**src/rtl/mem_wb_skid_pkg.sv**
```systemverilog
// Shared widths, constants and occupancy encoding for the MEM/WB skid boundary.
// Imported by the interface, the payload register and the top.
package mem_wb_skid_pkg;

   localparam int InstAddrBus = 32;
   localparam int RegBus      = 32;
   localparam int RegAddrBus  = 5;
   localparam int StallCntBus = 16;

   localparam logic Enable  = 1'b1;
   localparam logic Disable = 1'b0;

   localparam logic [RegBus-1:0]     ZeroWord   = '0;
   localparam logic [RegAddrBus-1:0] NOPRegAddr = '0;

   // Skid occupancy never reaches "skid only": skid fills only behind a held main.
   typedef enum logic [1:0] {
      OCC_EMPTY = 2'd0,
      OCC_MAIN  = 2'd1,
      OCC_FULL  = 2'd2
   } occ_e;

endpackage

```
**src/rtl/mem_wb_skid_if.sv**
```systemverilog
// MEM -> WB handshake bundle: input payload, output payload, flush and stall count.
// The slave modport is the block's view; master is the pipeline/driver view.
interface mem_wb_skid_if
   import mem_wb_skid_pkg::*;
#(
   parameter int ADDR_W  = InstAddrBus,
   parameter int DATA_W  = RegBus,
   parameter int RADDR_W = RegAddrBus,
   parameter int CNT_W   = StallCntBus
) ();

   logic               flush_i;
   logic               in_valid_i;
   logic               in_ready_o;
   logic [ADDR_W-1:0]  pc_i;
   logic [RADDR_W-1:0] rw_i;
   logic               wreg_i;
   logic [DATA_W-1:0]  wdata_i;
   logic               whilo_i;
   logic [DATA_W-1:0]  hi_i;
   logic [DATA_W-1:0]  lo_i;

   logic               out_valid_o;
   logic               out_ready_i;
   logic [ADDR_W-1:0]  pc_o;
   logic [RADDR_W-1:0] rw_o;
   logic               wreg_o;
   logic [DATA_W-1:0]  wdata_o;
   logic               whilo_o;
   logic [DATA_W-1:0]  hi_o;
   logic [DATA_W-1:0]  lo_o;
   logic [CNT_W-1:0]   stall_cnt_o;

   modport slave (
      input  flush_i, in_valid_i, pc_i, rw_i, wreg_i, wdata_i, whilo_i, hi_i, lo_i,
      input  out_ready_i,
      output in_ready_o, out_valid_o, pc_o, rw_o, wreg_o, wdata_o, whilo_o, hi_o, lo_o,
      output stall_cnt_o
   );

   modport master (
      output flush_i, in_valid_i, pc_i, rw_i, wreg_i, wdata_i, whilo_i, hi_i, lo_i,
      output out_ready_i,
      input  in_ready_o, out_valid_o, pc_o, rw_o, wreg_o, wdata_o, whilo_o, hi_o, lo_o,
      input  stall_cnt_o
   );

endinterface

```
**src/rtl/mem_wb_skid_wb_payload_reg.sv**
```systemverilog
// Payload-wide register with load enable and synchronous clear (clear wins).
// Used for both the main and the skid entry.
module wb_payload_reg #(
   parameter int W = 8
) (
   input  logic         clk,
   input  logic         clr_i,
   input  logic         ld_i,
   input  logic [W-1:0] d_i,
   output logic [W-1:0] q_o
);

   logic [W-1:0] data_q;
   logic [W-1:0] data_d;

   always_comb begin
      data_d = data_q;
      if (ld_i) data_d = d_i;
   end

   always_ff @(posedge clk) begin
      if (clr_i) data_q <= '0;
      else       data_q <= data_d;
   end

   assign q_o = data_q;

endmodule

```
**src/rtl/mem_wb_skid.sv**
```systemverilog
// MEM/WB boundary with a 2-entry skid buffer, flush, bubble-gated write enables
// and a saturating back-pressure counter. in_ready_o is a pure register decode.
module mem_wb_skid
   import mem_wb_skid_pkg::*;
#(
   parameter int ADDR_W  = InstAddrBus,
   parameter int DATA_W  = RegBus,
   parameter int RADDR_W = RegAddrBus,
   parameter int CNT_W   = StallCntBus
) (
   input  logic          clk,
   input  logic          rst,
   mem_wb_skid_if.slave  bus
);

   typedef struct packed {
      logic [ADDR_W-1:0]  pc;
      logic [RADDR_W-1:0] rw;
      logic               wreg;
      logic [DATA_W-1:0]  wdata;
      logic               whilo;
      logic [DATA_W-1:0]  hi;
      logic [DATA_W-1:0]  lo;
   } payload_t;

   localparam int PW = $bits(payload_t);

   occ_e             occ_q, occ_d;
   logic [CNT_W-1:0] cnt_q, cnt_d;

   payload_t in_pl, main_q, skid_q, main_d;
   logic     main_ld, skid_ld, main_from_skid;
   logic     main_valid, skid_valid, accept, consume;

   assign main_valid = (occ_q != OCC_EMPTY);
   assign skid_valid = (occ_q == OCC_FULL);
   assign accept     = bus.in_valid_i & ~skid_valid;
   assign consume    = main_valid & bus.out_ready_i;

   assign in_pl = '{pc: bus.pc_i, rw: bus.rw_i, wreg: bus.wreg_i, wdata: bus.wdata_i,
                    whilo: bus.whilo_i, hi: bus.hi_i, lo: bus.lo_i};

   always_comb begin
      occ_d          = occ_q;
      main_ld        = Disable;
      skid_ld        = Disable;
      main_from_skid = Disable;
      if (bus.flush_i) begin
         occ_d = OCC_EMPTY;
      end else if (!main_valid || consume) begin
         if (skid_valid) begin
            // Skid drains into main; in_ready_o is low so nothing new arrives.
            main_ld        = Enable;
            main_from_skid = Enable;
            skid_ld        = accept;
            occ_d          = accept ? OCC_FULL : OCC_MAIN;
         end else begin
            main_ld = accept;
            occ_d   = accept ? OCC_MAIN : OCC_EMPTY;
         end
      end else if (accept) begin
         skid_ld = Enable;
         occ_d   = OCC_FULL;
      end
   end

   assign main_d = main_from_skid ? skid_q : in_pl;

   always_comb begin
      cnt_d = cnt_q;
      if (main_valid && !bus.out_ready_i && !(&cnt_q)) cnt_d = cnt_q + CNT_W'(1);
   end

   always_ff @(posedge clk) begin
      if (rst) begin
         occ_q <= OCC_EMPTY;
         cnt_q <= '0;
      end else begin
         occ_q <= occ_d;
         cnt_q <= cnt_d;
      end
   end

   wb_payload_reg #(.W(PW)) u_main (
      .clk   (clk),
      .clr_i (rst),
      .ld_i  (main_ld),
      .d_i   (main_d),
      .q_o   (main_q)
   );

   wb_payload_reg #(.W(PW)) u_skid (
      .clk   (clk),
      .clr_i (rst),
      .ld_i  (skid_ld),
      .d_i   (in_pl),
      .q_o   (skid_q)
   );

   assign bus.in_ready_o  = ~skid_valid;
   assign bus.out_valid_o = main_valid;
   assign bus.pc_o        = main_q.pc;
   assign bus.rw_o        = main_q.rw;
   assign bus.wreg_o      = main_q.wreg & main_valid;
   assign bus.wdata_o     = main_q.wdata;
   assign bus.whilo_o     = main_q.whilo & main_valid;
   assign bus.hi_o        = main_q.hi;
   assign bus.lo_o        = main_q.lo;
   assign bus.stall_cnt_o = cnt_q;

endmodule

```
**src/flat_wrapper.sv**
```systemverilog
// flat-port wrapper written by rule: the top's interface ports become plain ports
module mem_wb_skid_flat import mem_wb_skid_pkg::*;
#(
   parameter int ADDR_W  = InstAddrBus,
   parameter int DATA_W  = RegBus,
   parameter int RADDR_W = RegAddrBus,
   parameter int CNT_W   = StallCntBus
)
  (clk, rst, bus_flush_i, bus_in_valid_i, bus_pc_i, bus_rw_i, bus_wreg_i, bus_wdata_i, bus_whilo_i, bus_hi_i, bus_lo_i, bus_out_ready_i, bus_in_ready_o, bus_out_valid_o, bus_pc_o, bus_rw_o, bus_wreg_o, bus_wdata_o, bus_whilo_o, bus_hi_o, bus_lo_o, bus_stall_cnt_o);
  mem_wb_skid_if #(.ADDR_W(ADDR_W), .DATA_W(DATA_W), .RADDR_W(RADDR_W), .CNT_W(CNT_W)) bus_i ();
  input  logic clk;
  input  logic rst;
  input wire logic [$bits(bus_i.flush_i)-1:0] bus_flush_i;
  input wire logic [$bits(bus_i.in_valid_i)-1:0] bus_in_valid_i;
  input wire logic [$bits(bus_i.pc_i)-1:0] bus_pc_i;
  input wire logic [$bits(bus_i.rw_i)-1:0] bus_rw_i;
  input wire logic [$bits(bus_i.wreg_i)-1:0] bus_wreg_i;
  input wire logic [$bits(bus_i.wdata_i)-1:0] bus_wdata_i;
  input wire logic [$bits(bus_i.whilo_i)-1:0] bus_whilo_i;
  input wire logic [$bits(bus_i.hi_i)-1:0] bus_hi_i;
  input wire logic [$bits(bus_i.lo_i)-1:0] bus_lo_i;
  input wire logic [$bits(bus_i.out_ready_i)-1:0] bus_out_ready_i;
  output wire logic [$bits(bus_i.in_ready_o)-1:0] bus_in_ready_o;
  output wire logic [$bits(bus_i.out_valid_o)-1:0] bus_out_valid_o;
  output wire logic [$bits(bus_i.pc_o)-1:0] bus_pc_o;
  output wire logic [$bits(bus_i.rw_o)-1:0] bus_rw_o;
  output wire logic [$bits(bus_i.wreg_o)-1:0] bus_wreg_o;
  output wire logic [$bits(bus_i.wdata_o)-1:0] bus_wdata_o;
  output wire logic [$bits(bus_i.whilo_o)-1:0] bus_whilo_o;
  output wire logic [$bits(bus_i.hi_o)-1:0] bus_hi_o;
  output wire logic [$bits(bus_i.lo_o)-1:0] bus_lo_o;
  output wire logic [$bits(bus_i.stall_cnt_o)-1:0] bus_stall_cnt_o;
  assign bus_i.flush_i = bus_flush_i;
  assign bus_i.in_valid_i = bus_in_valid_i;
  assign bus_i.pc_i = bus_pc_i;
  assign bus_i.rw_i = bus_rw_i;
  assign bus_i.wreg_i = bus_wreg_i;
  assign bus_i.wdata_i = bus_wdata_i;
  assign bus_i.whilo_i = bus_whilo_i;
  assign bus_i.hi_i = bus_hi_i;
  assign bus_i.lo_i = bus_lo_i;
  assign bus_i.out_ready_i = bus_out_ready_i;
  assign bus_in_ready_o = bus_i.in_ready_o;
  assign bus_out_valid_o = bus_i.out_valid_o;
  assign bus_pc_o = bus_i.pc_o;
  assign bus_rw_o = bus_i.rw_o;
  assign bus_wreg_o = bus_i.wreg_o;
  assign bus_wdata_o = bus_i.wdata_o;
  assign bus_whilo_o = bus_i.whilo_o;
  assign bus_hi_o = bus_i.hi_o;
  assign bus_lo_o = bus_i.lo_o;
  assign bus_stall_cnt_o = bus_i.stall_cnt_o;
  mem_wb_skid #(.ADDR_W(ADDR_W), .DATA_W(DATA_W), .RADDR_W(RADDR_W), .CNT_W(CNT_W)) u_core (.clk(clk), .rst(rst), .bus(bus_i));
endmodule
```
**config.mk**
```make
export PLATFORM = sky130hd
export DESIGN_NAME = mem_wb_skid_flat
export DESIGN_NICKNAME = d
export VERILOG_FILES = /design/src/rtl/mem_wb_skid_pkg.sv /design/src/rtl/mem_wb_skid_if.sv /design/src/rtl/mem_wb_skid_wb_payload_reg.sv /design/src/rtl/mem_wb_skid.sv /design/src/flat_wrapper.sv
export SDC_FILE = /design/constraint.sdc
export NUM_CORES = 1
export LEC_CHECK = 0
export CELL_PAD_IN_SITES_DETAIL_PLACEMENT = 2
export CELL_PAD_IN_SITES_GLOBAL_PLACEMENT = 2
export CORE_ASPECT_RATIO = 2
export CORE_MARGIN = 2
export CORE_UTILIZATION = 27
export CTS_BUF_LIST = sky130_fd_sc_hd__clkbuf_16
export CTS_CLUSTER_SIZE = 12
export DETAILED_ROUTE_END_ITERATION = 6
export MAX_ROUTING_LAYER = met4
export PLACE_DENSITY = 0.76
export RECOVER_POWER = 25
export SLEW_MARGIN = 20
export SYNTH_ARGS = -nofsm -noshare
export SYNTH_HDL_FRONTEND = slang
export SYNTH_SLANG_ARGS = --single-unit
```
**constraint.sdc**
```tcl
create_clock -name clk -period 1.5 [get_ports clk]
set_input_delay 0.225 -clock clk [delete_from_list [all_inputs] [get_ports clk]]
set_output_delay 0.225 -clock clk [all_outputs]
set_load 0.1 [all_outputs]
```
==> Implementation_results.wiki <==
{| class="wikitable"
! Metric !! Value
|-
| Run status || finished with violations
|-
| Violated checks || setup timing
|-
| Number of H-tree branching levels || 1
|-
| Total placed cells including tap cells || 2244
|-
| Hold-fix buffers, CTS || 0
|-
| Initial antenna violation count || 11
|-
| Total design power || 22.1 mW
|-
| Drt drc || 0
|-
| Height of the chip || 314 um
|-
| Max Slew Vio Count || 0
|-
| Post-synth cell types || 41
|-
| CP arrival || between 2 and 2.5 ns
|-
| Global-route usage over all layers || 0.225
|-
| Net load switching power || 7.58 mW
|-
| Power Dens Cells || ~1000 mW/mm2
|-
| Starting DRT DRC Count || 528
|-
| Placed wire-length estimate || approximately 35000 um
|-
| Placement Rows || 113
|-
| Global-route wire length before repair || 85800 um
|-
| Global placement routability congestion || approximately 0.76
|-
| VDD IR-drop max || 0.902 mV
|-
| Final hold violation count || 0
|-
| Layout Utilization || 0.480
|-
| Largest net degree at the start of global routing || 57
|-
| Grt total ovfl || 0
|-
| Max Cap Violations || 0
|-
| Maximum fanout count along the critical path || 8
|-
| 1st-pass router iterations || 4
|-
| Sort of element at the start of the critical path || flop
|-
| Post-synthesis register bit count || 288
|-
| Relative max-transition margin || 0.670
|-
| Combinational Power Share || 0.288
|-
| Chip Width || 159 um
|-
| Overall via count from detail_route || around 13000
|-
| TritonCTS clock tree || done
|-
| Leakage power of the design || 7.72 nW
|-
| Number of buffers on the longest clock path || 3
|-
| Gate count after technology mapping || ~1500
|-
| Path type of the worst setup path || reg -> reg
|-
| Drt via density || 5.24
|-
| Post-placement worst setup slack || -0.810 ns
|-
| Fin crit period || roughly 1.9 ns
|-
| Share of the yosys chip area belonging to registers || 0.446
|-
| Area used by multi-input combinational logic || ~0.0074 mm2
|-
| Required @ worst endpoint || 1.96 ns
|-
| Vias in the first global route || 14099
|-
| Ratio of cells with drive above 1 in the final layout || 0.420
|-
| Number of input and output port buffers inserted || 292
|-
| Net count after synthesis || approximately 1600
|-
| Tightest Pin Transition || 0.496 ns
|-
| Final net count || 1888
|-
| Max Clk Rate || 528 MHz
|-
| Signed area change from the synthesized netlist to the final layout || 75.6%
|-
| Clock network fraction of total power || 0.332
|-
| Unrepaired setup endpoints after global routing || true
|-
| Post-Syn Area || 0.0129 mm2
|-
| Drt wl/cell || 27.0 um
|-
| Clock Root Buffer || clkbuf_16
|-
| Die ar. || 0.0498 mm2
|-
| Switching Share || 0.343
|-
| Aggregate routed wire length || 65100 um
|-
| Final cell count without fillers || 2410
|-
| Count of boundary I/O pins || between 200 and 300
|-
| Fill count || between 4000 and 5000
|-
| Clock-pin transition on the worst setup and hold timing paths || about 0.060 ns
|-
| Number of sinks handled by clock tree synthesis || roughly 290
|-
| Final count of negative-setup-slack endpoints || 296
|-
| Worst hold path class || in -> reg
|-
| Cell Int Power || ~15 mW
|-
| Setup WS post-layout || -0.394 ns
|-
| Initial standard-cell utilization of the core || 0.273
|-
| Sequential share of power || 0.380
|-
| DRT antenna net count || 0
|-
| Critical Path Sink Type || flop
|-
| Core Area || 0.0474 mm2
|-
| Synthesized area divided by synthesized cell count || a little under 9 um2
|-
| Worst clock skew || 0.0245 ns
|-
| TritonCTS buffer count || 30
|-
| Latest clock arrival within the worst-skew pair || 0.58 ns
|-
| Yosys warns || 0
|-
| Final-layout worst hold slack || 0.0662 ns
|-
| Final period util || 1.26
|-
| FF+latch area || 0.00583 mm2
|}
==> per-layer routing <==
layer / GRT usage / vias up / share of wire
li1: - / 5703 / -
met1: 0.220 / 6366 / 0.35
met2: 0.439 / 385 / 0.55
met3: 0.0380 / 168 / 0.041
met4: 0.0859 / 0 / 0.057
met5: - / - / 0
==> layout by cell type (no fill, tap or decap), types with 3 or more instances in the layout <==
cell	Yosys	layout
mux2i_1	137	72
nand2_1	277	277
buf_8	0	18
nand2b_1	4	4
a21oi_4	0	15
a311oi_4	0	3
dfxtp_4	0	17
buf_12	0	208
diode_2	0	15
a21oi_1	280	142
nor4_4	0	4
dfxtp_1	288	270
nand4_1	4	4
clkdlybuf4s50_1	0	137
a311oi_1	136	69
o31ai_1	7	7
buf_16	0	16
buf_6	6	38
mux2i_2	0	27
clkinv_1	0	4
clkinv_2	0	5
inv_1	5	11
nor2_1	8	7
a311oi_2	0	64
or4_4	0	4
buf_4	144	84
clkbuf_16	0	48
nor3_1	5	3
mux2i_4	0	38
a21oi_2	0	123
==> power by group through the flow <==
stage	registers (mW)	logic, mW	clock network (mW)
after global routing	8.42	6.57	7.84
final	8.40	6.37	7.34
after CTS	8.36	6.00	7.46
after floorplan	8.26	3.45	0
after global placement	8.47	5.10	0
after detailed placement	8.49	5.22	0
==> synthesized netlist by cell type (all sizes together) <==
library cell  count  share of area
nand3             3         0.0012
and4              1        0.00068
mux2i           137           0.11
a211oi            4         0.0023
and3              2        0.00097
nor2b             2        0.00097
a21oi           280           0.11
or2               2        0.00097
nor3b             2         0.0015
nand2b            5         0.0030
o21ai             2        0.00077
nor4bb            1        0.00077
or4               6         0.0035
nor3              5         0.0019
nand4             6         0.0039
o21ba             1        0.00077
and2              2        0.00097
a311oi          136          0.092
dfxtp           288           0.45
buf             185           0.10
nor4              6         0.0034
ha                1        0.00097
nand2           277          0.080
nand4b            1        0.00068
o31ai             7         0.0041
a41oi             1        0.00068
clkbuf           84          0.024
nor2              8         0.0023
inv               6         0.0017
or3               2        0.00097
mux2              2         0.0017
==> stage by stage <==
step | TNS (ns) | cell area, um2
after floorplan | -23.40 | 13100
after global placement | -157.89 | 18100
after detailed placement | -179.47 | 18100
after CTS | -44.17 | 21200
after global routing | -84.77 | 22700
final | -69.07 | 22700
==> flip-flops by register name, indices dropped and copies added, names as in the netlist <==
register / count
u_core.bus.stall_cnt_o: 16
u_core.occ_q: 2
u_core.u_main.q_o: 135
u_core.u_skid.q_o: 135
==> what timing repair did <==
item                       in CTS  in global routing
setup endpoints to repair     234                312
cloned                         21                 21
pin swaps                     150                100
buffers inserted               52                 27
resized for setup             270                226
==> area by class of cell <==
type | count | share of cell area
diodes | 15 | 0.00165
well taps | 632 | 0.0348
clock inverters | 17 | 0.00540
inverters | 6 | 0.00132
repair buffers | 519 | 0.341
clock buffers | 31 | 0.0342
multi-input cells | 902 | 0.325
flip-flops and latches | 288 | 0.257
==> path summary, 6_finish.rpt <==
check             cells past startpoint  slack (ns)             startpoint                endpoint
hold reg to reg                       2        0.46  u_core.u_skid.q_o[34]   u_core.u_skid.q_o[34]
setup / recovery                      8       -0.39        u_core.occ_q[1]  u_core.u_main.q_o[119]
setup reg to reg                      8       -0.39        u_core.occ_q[1]  u_core.u_main.q_o[119]
hold / removal                        2        0.07        bus_out_ready_i         u_core.occ_q[1]
==> logic make-up (layout without fill, tap and decap cells) <==
group / count (synthesis) / after routing / synth area share
AOI/OAI and AO/OA: 431 / 431 / 0.209
DFF: 288 / 288 / 0.446
buffers and inverters: 275 / 573 / 0.128
other: 0 / 15 / 0
muxes: 139 / 139 / 0.108
and+or+nand+nor: 331 / 331 / 0.108
adders and majority gates: 1 / 1 / 0.000967
==> critical path: stages, from the launching register on <==
cell and delay [ns]:
dfxtp_4 0.37, buf_6 0.12, mux2i_4 0.18, o21ai_4 0.26
buf_6 0.15, buf_12 0.16, buf_12 0.15, a21oi_4 0.07
a311oi_4 0.32
Note: power is estimated with default switching activity, not from simulation.
